[config.mk]
export PLATFORM = sky130hd
export DESIGN_NAME = lcd_text_console_flat
export DESIGN_NICKNAME = d
export VERILOG_FILES = /design/src/rtl/lcd_text_console_if.sv /design/src/rtl/lcd_text_console.sv /design/src/flat_wrapper.sv
export SDC_FILE = /design/constraint.sdc
export NUM_CORES = 1
export LEC_CHECK = 0
export CORE_MARGIN = 2
export CORE_UTILIZATION = 53
export CTS_BUF_LIST = sky130_fd_sc_hd__clkbuf_4
export DETAILED_ROUTE_END_ITERATION = 8
export PLACE_DENSITY = 0.89
export SETUP_SLACK_MARGIN = 0.15
export SYNTH_ARGS = -nofsm -noshare
export SYNTH_HDL_FRONTEND = slang
export SYNTH_SLANG_ARGS = --single-unit
[constraint.sdc]
create_clock -name clock -period 8 [get_ports clock]
set_input_delay 1.6 -clock clock [delete_from_list [all_inputs] [get_ports clock]]
set_output_delay 1.6 -clock clock [all_outputs]
set_load 0.1 [all_outputs]
[src/rtl/lcd_text_console_if.sv]
// Character-stream and LCD MMIO write-port bundle for lcd_text_console.
// The console is the slave on the character stream and the master on the MMIO port.
interface lcd_text_console_if;
    logic [7:0]  ch_data;
    logic        ch_valid;
    logic        ch_ready;
    logic [7:0]  attr;
    logic [15:0] mmio_addr;
    logic [7:0]  mmio_data;
    logic        mmio_req;
    logic        mmio_done;

    modport master (
        output ch_data, ch_valid, attr, mmio_done,
        input  ch_ready, mmio_addr, mmio_data, mmio_req
    );

    modport slave (
        input  ch_data, ch_valid, attr, mmio_done,
        output ch_ready, mmio_addr, mmio_data, mmio_req
    );
endinterface

[src/rtl/lcd_text_console.sv]
// Terminal-style sequencer turning a byte stream into ASCII/attribute writes into LCD text VRAM.
// Optional macro LCD_CONSOLE_CLEAR_ROW_EN: blank the newly entered row on every row change.
`ifndef MMIO_ADDR_LCD
`define MMIO_ADDR_LCD 16'h8000
`endif

//  state   | meaning
//  IDLE    | waiting for a byte, ch_ready high
//  DECODE  | classify latched byte (printable / CR / LF / FF / ignored)
//  WR_LO   | ASCII byte write in flight, waiting for mmio_done
//  WR_HI   | attribute byte write in flight, waiting for mmio_done
//  GAP     | one idle cycle with mmio_req low between writes
//  ADVANCE | move cursor one cell right, wrapping column then row
//  CLEAR   | issue the next blank cell, or finish the fill
module lcd_text_console #(
    parameter int          COLS      = 60,
    parameter int          ROWS      = 17,
    parameter logic [15:0] BASE_ADDR = `MMIO_ADDR_LCD
) (
    input  logic                clock,
    input  logic                reset,
    lcd_text_console_if.slave   bus,
    output logic [5:0]          cursor_col,
    output logic [4:0]          cursor_row,
    output logic                busy
);

    localparam logic [2:0] S_IDLE    = 3'd0;
    localparam logic [2:0] S_DECODE  = 3'd1;
    localparam logic [2:0] S_WR_LO   = 3'd2;
    localparam logic [2:0] S_WR_HI   = 3'd3;
    localparam logic [2:0] S_GAP     = 3'd4;
    localparam logic [2:0] S_ADVANCE = 3'd5;
    localparam logic [2:0] S_CLEAR   = 3'd6;

    localparam logic [5:0]  COL_LAST = 6'(COLS - 1);
    localparam logic [4:0]  ROW_LAST = 5'(ROWS - 1);
    localparam logic [10:0] COLS_W   = 11'(COLS);
    localparam logic [10:0] CELLS    = 11'(COLS * ROWS);

    logic [2:0]  state;
    logic [2:0]  after_gap;
    logic [7:0]  ch_q;
    logic [7:0]  attr_q;
    logic [10:0] idx;
    logic [10:0] end_idx;
    logic        clearing;
    logic        clear_full;
    logic [5:0]  col;
    logic [4:0]  row;
    logic [4:0]  row_next;
    logic [15:0] addr_r;
    logic [7:0]  data_r;
    logic        req_r;

    function automatic logic [10:0] cell_index(input logic [4:0] r, input logic [5:0] c);
        return 11'(r) * COLS_W + 11'(c);
    endfunction

    function automatic logic [15:0] cell_addr(input logic [10:0] i);
        return BASE_ADDR + {4'b0000, i, 1'b0};
    endfunction

    assign row_next = (row == ROW_LAST) ? 5'd0 : row + 5'd1;

`ifdef LCD_CONSOLE_CLEAR_ROW_EN
    logic [10:0] row_base;
    assign row_base = cell_index(row_next, 6'd0);
`endif

    assign bus.ch_ready  = (state == S_IDLE);
    assign bus.mmio_addr = addr_r;
    assign bus.mmio_data = data_r;
    assign bus.mmio_req  = req_r;
    assign busy          = (state != S_IDLE);
    assign cursor_col    = col;
    assign cursor_row    = row;

    always_ff @(posedge clock) begin
        if (reset) begin
            state      <= S_IDLE;
            after_gap  <= S_IDLE;
            ch_q       <= 8'h00;
            attr_q     <= 8'h00;
            idx        <= 11'd0;
            end_idx    <= 11'd0;
            clearing   <= 1'b0;
            clear_full <= 1'b0;
            col        <= 6'd0;
            row        <= 5'd0;
            addr_r     <= 16'h0000;
            data_r     <= 8'h00;
            req_r      <= 1'b0;
        end else begin
            case (state)
                S_IDLE: begin
                    if (bus.ch_valid) begin
                        ch_q   <= bus.ch_data;
                        attr_q <= bus.attr;
                        state  <= S_DECODE;
                    end
                end

                S_DECODE: begin
                    if (ch_q >= 8'h20 && ch_q <= 8'h7E) begin
                        idx    <= cell_index(row, col);
                        addr_r <= cell_addr(cell_index(row, col));
                        data_r <= ch_q;
                        req_r  <= 1'b1;
                        state  <= S_WR_LO;
                    end else if (ch_q == 8'h0D) begin
                        col   <= 6'd0;
                        state <= S_IDLE;
                    end else if (ch_q == 8'h0A) begin
                        col <= 6'd0;
                        row <= row_next;
`ifdef LCD_CONSOLE_CLEAR_ROW_EN
                        idx        <= row_base;
                        end_idx    <= row_base + COLS_W;
                        clearing   <= 1'b1;
                        clear_full <= 1'b0;
                        state      <= S_CLEAR;
`else
                        state <= S_IDLE;
`endif
                    end else if (ch_q == 8'h0C) begin
                        idx        <= 11'd0;
                        end_idx    <= CELLS;
                        clearing   <= 1'b1;
                        clear_full <= 1'b1;
                        state      <= S_CLEAR;
                    end else begin
                        state <= S_IDLE;
                    end
                end

                S_WR_LO: begin
                    if (bus.mmio_done) begin
                        req_r     <= 1'b0;
                        after_gap <= S_WR_HI;
                        state     <= S_GAP;
                    end
                end

                // The attribute write reuses the ASCII address + 1, so CLEAR and
                // printable characters share the same two-write path.
                S_GAP: begin
                    state <= after_gap;
                    if (after_gap == S_WR_HI) begin
                        addr_r <= addr_r + 16'd1;
                        data_r <= attr_q;
                        req_r  <= 1'b1;
                    end
                end

                S_WR_HI: begin
                    if (bus.mmio_done) begin
                        req_r     <= 1'b0;
                        after_gap <= clearing ? S_CLEAR : S_ADVANCE;
                        state     <= S_GAP;
                    end
                end

                S_ADVANCE: begin
                    if (col == COL_LAST) begin
                        col <= 6'd0;
                        row <= row_next;
`ifdef LCD_CONSOLE_CLEAR_ROW_EN
                        idx        <= row_base;
                        end_idx    <= row_base + COLS_W;
                        clearing   <= 1'b1;
                        clear_full <= 1'b0;
                        state      <= S_CLEAR;
`else
                        state <= S_IDLE;
`endif
                    end else begin
                        col   <= col + 6'd1;
                        state <= S_IDLE;
                    end
                end

                S_CLEAR: begin
                    if (idx == end_idx) begin
                        clearing <= 1'b0;
                        col      <= 6'd0;
                        if (clear_full) begin
                            row <= 5'd0;
                        end
                        state <= S_IDLE;
                    end else begin
                        addr_r <= cell_addr(idx);
                        data_r <= 8'h20;
                        req_r  <= 1'b1;
                        idx    <= idx + 11'd1;
                        state  <= S_WR_LO;
                    end
                end

                default: begin
                    req_r <= 1'b0;
                    state <= S_IDLE;
                end
            endcase
        end
    end

endmodule

[src/flat_wrapper.sv]
// flat-port wrapper written by rule: the top's interface ports become plain ports
module lcd_text_console_flat 
#(
    parameter int          COLS      = 60,
    parameter int          ROWS      = 17,
    parameter logic [15:0] BASE_ADDR = `MMIO_ADDR_LCD
)
  (clock, reset, cursor_col, cursor_row, busy, bus_ch_data, bus_ch_valid, bus_attr, bus_mmio_done, bus_ch_ready, bus_mmio_addr, bus_mmio_data, bus_mmio_req);
  lcd_text_console_if bus_i ();
  input  logic clock;
  input  logic reset;
  output logic [5:0] cursor_col;
  output logic [4:0] cursor_row;
  output logic busy;
  input wire logic [$bits(bus_i.ch_data)-1:0] bus_ch_data;
  input wire logic [$bits(bus_i.ch_valid)-1:0] bus_ch_valid;
  input wire logic [$bits(bus_i.attr)-1:0] bus_attr;
  input wire logic [$bits(bus_i.mmio_done)-1:0] bus_mmio_done;
  output wire logic [$bits(bus_i.ch_ready)-1:0] bus_ch_ready;
  output wire logic [$bits(bus_i.mmio_addr)-1:0] bus_mmio_addr;
  output wire logic [$bits(bus_i.mmio_data)-1:0] bus_mmio_data;
  output wire logic [$bits(bus_i.mmio_req)-1:0] bus_mmio_req;
  assign bus_i.ch_data = bus_ch_data;
  assign bus_i.ch_valid = bus_ch_valid;
  assign bus_i.attr = bus_attr;
  assign bus_i.mmio_done = bus_mmio_done;
  assign bus_ch_ready = bus_i.ch_ready;
  assign bus_mmio_addr = bus_i.mmio_addr;
  assign bus_mmio_data = bus_i.mmio_data;
  assign bus_mmio_req = bus_i.mmio_req;
  lcd_text_console #(.COLS(COLS), .ROWS(ROWS), .BASE_ADDR(BASE_ADDR)) u_core (.clock(clock), .reset(reset), .bus(bus_i), .cursor_col(cursor_col), .cursor_row(cursor_row), .busy(busy));
endmodule
# Yosys cells after proc, flatten, opt, wreduce, memory -nomap -nowiden
# Cells that the tools add are included.
word_totals:
  register_bits: 72
  output_inout_bits: 38
  elab_cells: 129
op_classes:
  add_sub_neg: 7
  mul: 1
  n_lt_le_gt_ge: 2
  eq_ne: 32
  n_mux: 51
  bitwise: 4
  reduce_logical: 19
ops:
  columns: ["op", "count"]
  rows:
  - ["2-to-1 mux 11 bit", 5]
  - ["2-to-1 mux 16 bit", 3]
  - ["case mux 16 bit (3 select lines)", 1]
  - ["2-to-1 mux 5 bit", 7]
  - ["adder 16 x 12 -> 16 bit (first input constant)", 2]
  - ["2-to-1 mux 6 bit", 5]
  - ["equality test 8 x 4 -> 1 bit (second input constant)", 3]
  - ["2-to-1 mux 3 bit", 8]
  - ["2-to-1 mux 8 bit", 3]
  - ["case mux 8 bit (3 select lines)", 1]
  - ["case mux 11 bit (2 select lines)", 1]
  - ["case mux 6 bit (3 select lines)", 1]
  - ["adder 16 x 1 -> 16 bit (second input constant)", 1]
  - ["inequality test 2 x 1 -> 1 bit (second input constant)", 8]
  - ["case mux 3 bit (5 select lines)", 1]
  - ["case mux 5 bit (3 select lines)", 1]
  - ["AND reduction 5 bit", 3]
  - ["inequality test 2 bit (second input constant)", 7]
  - ["adder 11 x 1 -> 11 bit (second input constant)", 1]
  - ["adder 11 x 6 -> 11 bit", 1]
  - ["equality test 11 x 10 -> 1 bit", 1]
  - ["equality test 3 x 2 -> 1 bit (second input constant)", 3]
  - ["equality test 3 bit (second input constant)", 3]
  - ["multiplier 5 x 4 -> 9 bit (second input constant)", 1]
  - ["other kinds (25)", 45]

# Longest topological paths before layout
logic_depth:
  ltp_word: 6
  mapped_depth: 13

# Least setup slack after synthesis
# OpenSTA, ideal clock, no wires.
synth_timing:
  kind: "register to output"
  startpoint: "register u_core.state[2]"
  endpoint: "output busy"
  t_arrival_ns: 3.815
  required_ns: 6.400
  path_slack_ns: 2.585
  stages_incl_launch_ff: 3
  path_buffers: 0
  cell_sequence: "dfxtp_1 nor3_1 inv_1"
synth_between:
  elab_chain_cells: 1
synth_lines:
  columns: ["element", "line_no", "rtl"]
  rows:
  - ["from (decl)", "lcd_text_console.sv:41", "logic [2:0] state;"]
  - ["from (signal assigned)", "lcd_text_console.sv:148", "state <= after_gap;"]
  - ["nonzero test 3 bit", "lcd_text_console.sv:75", "assign busy = (state != S_IDLE);"]
  - ["to (decl)", "flat_wrapper.sv:14", "output logic busy;"]
# No other way between the ends.

# Worst setup path in the final report
layout_timing:
  startpoint: "register u_core.state[2]"
  endpoint: "output bus_ch_ready"
layout_between:
  elab_chain_cells: 1
layout_lines:
  columns: ["element", "line_no", "rtl"]
  rows:
  - ["zero test 3 bit", "lcd_text_console.sv:71", "assign bus.ch_ready = (state == S_IDLE);"]
  - ["to (decl)", "flat_wrapper.sv:19", "output wire logic [$bits(bus_i.ch_ready)-1:0] bus_ch_ready;"]
# No other way between the ends.

==> results.cfg <==
[run_status]
outcome = finished, final reports clean

[worst_setup_path]
crit_fanout = 16
reg2reg_slack_ns = 4.31
crit_required_ns = 6.40
criticalPathCategory = reg2out
endpoint_kind = output pin
cp_data_arrival_time_ns = 2.59
endpoint = bus_ch_ready
worst_setup_path_startpoint = u_core.state[2]
r2r_start = u_core.cursor_row[2]
reg2reg_to = u_core.bus.mmio_addr[11]
setup.worst_path.start_class = flop
rr_worst_depth = 11

[clocking]
cts_buffers = 9
clockBufferDepth = 2
insertion_delay_ns = 0.44
cts_num_sinks = 71
cts_root_buffer = clkbuf_4
path_clk_slew_ns = 0.13
ctsHoldBuffers = 0
cts_tree = built
cts_setup_buffers = 0
cts_resized = 0
h-tree-depth = 3

[cells_and_area]
syn2layout_area_growth_pct = 15.5
mostFrequentLayoutCell = nand2_1
antennaDiodeCount = 0
most-common-layout-cells = 75 x nand2_1, 71 x dfxtp_1, 56 x clkdlybuf4s50_1
fin_util = 0.626
drive_above_1_share = 0.0550
nets = 685

[global_route]
grt_pass1_wl_um = 21900
antenna_found_initial = 0
grt_max_degree = 62
grt_use_total = 0.276
grt_pass1_vias = 4438
overflow = 0

[sta]
rsz0062_at_grt = no
finalWorstSetupSlack_ns = 3.81
drv_slew = 0
finalSetupViolCount = 0
relSlewSlack = 0.232
worst_slew_pin_slew_ns = 1.15
min_period_ns = 4.19
finalClockSkew_ns = 0.0187
fin_setup_tns_ns = 0
min_period_over_period = 0.523
max_freq_mhz = 239
finalHoldWorstSlack_ns = 0.462
finalHoldViolations = 0

[placement]
place_hpwl_um = 9490
place_ws_ns = 4.34
gp_congestion = 0.905
placement.io_buffers = 57

[logic_synthesis]
synth_ff_type = dfxtp_1
yosysWarnings = 0
synth-seq-area-share = 0.302
synth_top_area_frac = 0.302
synthesis.nets = 649
synth_edf_count = 0
synth_area_leaders = dfxtp_1 30%, ha_1 6.7%, nand2_1 6.0%, a21oi_1 5.2%, nor2_1 3.9%
ys_types = 66
netlist_area_um2 = 4700
synth.avg_cell_area_um2 = 7.89
synthCells = 596
synthArstFlopShare = 0
yosys.area.top_type = dfxtp_1
ys_ff_latch = 71

[pwr]
power_uw = 799
powerDensity_nw_per_um2 = 147
power.leakage_uw = 0.00203
vdd_drop_max_mv = 0.0868

[worst_hold_path]
holdCritStartpoint = u_core.attr_q[2]
worstHoldPathCells = 2
hold_class = reg2reg

[floorplan]
die_w_um = 98.2
die_area_um2 = 9640
rows = 34
io_pins = 58
start_util = 0.542
core_area_um2 = 8680
die_h_um = 98.2

[detailed_routing]
drc = 0
drt_pre_antenna_iters = 5
drtIter0Drc = 454
avgRoutedWirePerCell_um = 17.9
vias_per_cell = 6.44
ant_nets = 0
wl_um = 13300
vias = 4794

[run]
drv_cap = 0
==> worst min-delay path by stage <==
stage	to	slack, ns
final	u_core.attr_q[2]	0.46
after global routing	u_core.attr_q[3]	0.49
after CTS	u_core.attr_q[6]	0.46
after detailed placement	u_core.attr_q[6]	0.44
after global placement	u_core.attr_q[5]	0.44
after floorplan	u_core.attr_q[0]	0.43
==> metrics by stage <==
step	instances	area, um^2
after CTS	744	5430
after floorplan	596	4700
after global routing	744	5430
final	744	5430
after detailed placement	729	5280
after global placement	729	5280
==> area by class of cell <==
type / count / area [um^2]
clock buffers: 9 / 67.6
well taps: 108 / 135
repair buffers: 60 / 588
flip-flops and latches: 71 / 1420
multi-input cells: 453 / 3000
inverters: 37 / 139
clock inverters: 6 / 85.1
fillers: 765 / 3250
==> worst max-delay path: stages, from the launching register on <==
cell and delay, ns:
dfxtp_1 0.49, nor3_1 0.45, clkdlybuf4s50_1 1.22
==> cells in the mapped netlist (2+ instances only) <==
| cell | n |
|---|---|
| a2111oi_0 | 3 |
| a211oi_1 | 16 |
| a21o_1 | 2 |
| a21oi_1 | 49 |
| a21oi_2 | 2 |
| a221oi_1 | 8 |
| a311o_1 | 2 |
| a311oi_1 | 6 |
| a31oi_1 | 9 |
| a41oi_1 | 3 |
| and2_1 | 2 |
| and3_1 | 9 |
| and3b_1 | 3 |
| and4_1 | 5 |
| buf_2 | 8 |
| clkbuf_1 | 24 |
| dfxtp_1 | 71 |
| fa_1 | 8 |
| ha_1 | 25 |
| inv_1 | 37 |
| mux2_2 | 2 |
| mux2i_1 | 4 |
| nand2_1 | 75 |
| nand2b_1 | 3 |
| nand3_1 | 20 |
| nand4_1 | 13 |
| nor2_1 | 49 |
| nor2b_1 | 7 |
| nor3_1 | 14 |
| nor3b_1 | 6 |
| nor4_1 | 6 |
| o2111a_1 | 2 |
| o211a_1 | 3 |
| o211ai_1 | 12 |
| o21a_1 | 3 |
| o21ai_0 | 28 |
| o21ba_2 | 2 |
| o31a_1 | 2 |
| o32ai_1 | 2 |
| or2_2 | 2 |
| or3_1 | 2 |
| xnor2_1 | 14 |
| xor2_1 | 10 |
==> kinds of logic (layout without fill, tap and decap cells) <==
| logic type | count (synthesis) | after routing | synth area share |
|---|---|---|---|
| multiplexers | 6 | 6 | 0.0133 |
| AO/OA/AOI/OAI | 167 | 167 | 0.243 |
| flip-flops | 71 | 71 | 0.302 |
| XOR/XNOR | 24 | 24 | 0.0447 |
| buffers and inverters | 72 | 112 | 0.0615 |
| adder cells (fa/ha/maj) | 33 | 33 | 0.101 |
| AND/OR/NAND/NOR | 223 | 223 | 0.235 |
==> report_power, final <==
part | leakage [uW] | internal [uW] | switching, uW
registers | 0.000576 | 366 | 17.4
clock network | 0.0000798 | 125 | 137
logic | 0.00137 | 46.8 | 106
==> registers in the layout, summed over array words and instances (netlist names) <==
register and cells:
u_core.clear_full 1, u_core.idx 11, u_core.attr_q 8, u_core.cursor_row 5
u_core.state 3, u_core.ch_q 8, u_core.cursor_col 6, u_core.bus.mmio_addr 16
u_core.after_gap 3, u_core.bus.mmio_data 8, u_core.bus.mmio_req 1, u_core.clearing 1
==> per-layer routing <==
metal	global-route usage	vias to the layer above	wire [um]	share of wire
li1	-	2230	-	-
met1	0.355	2289	5340	0.40
met5	0	-	0	0
met4	0.0843	0	282	0.021
met2	0.474	247	6540	0.49
met3	0.0508	28	1150	0.087
(Power assumes the default switching activity.)
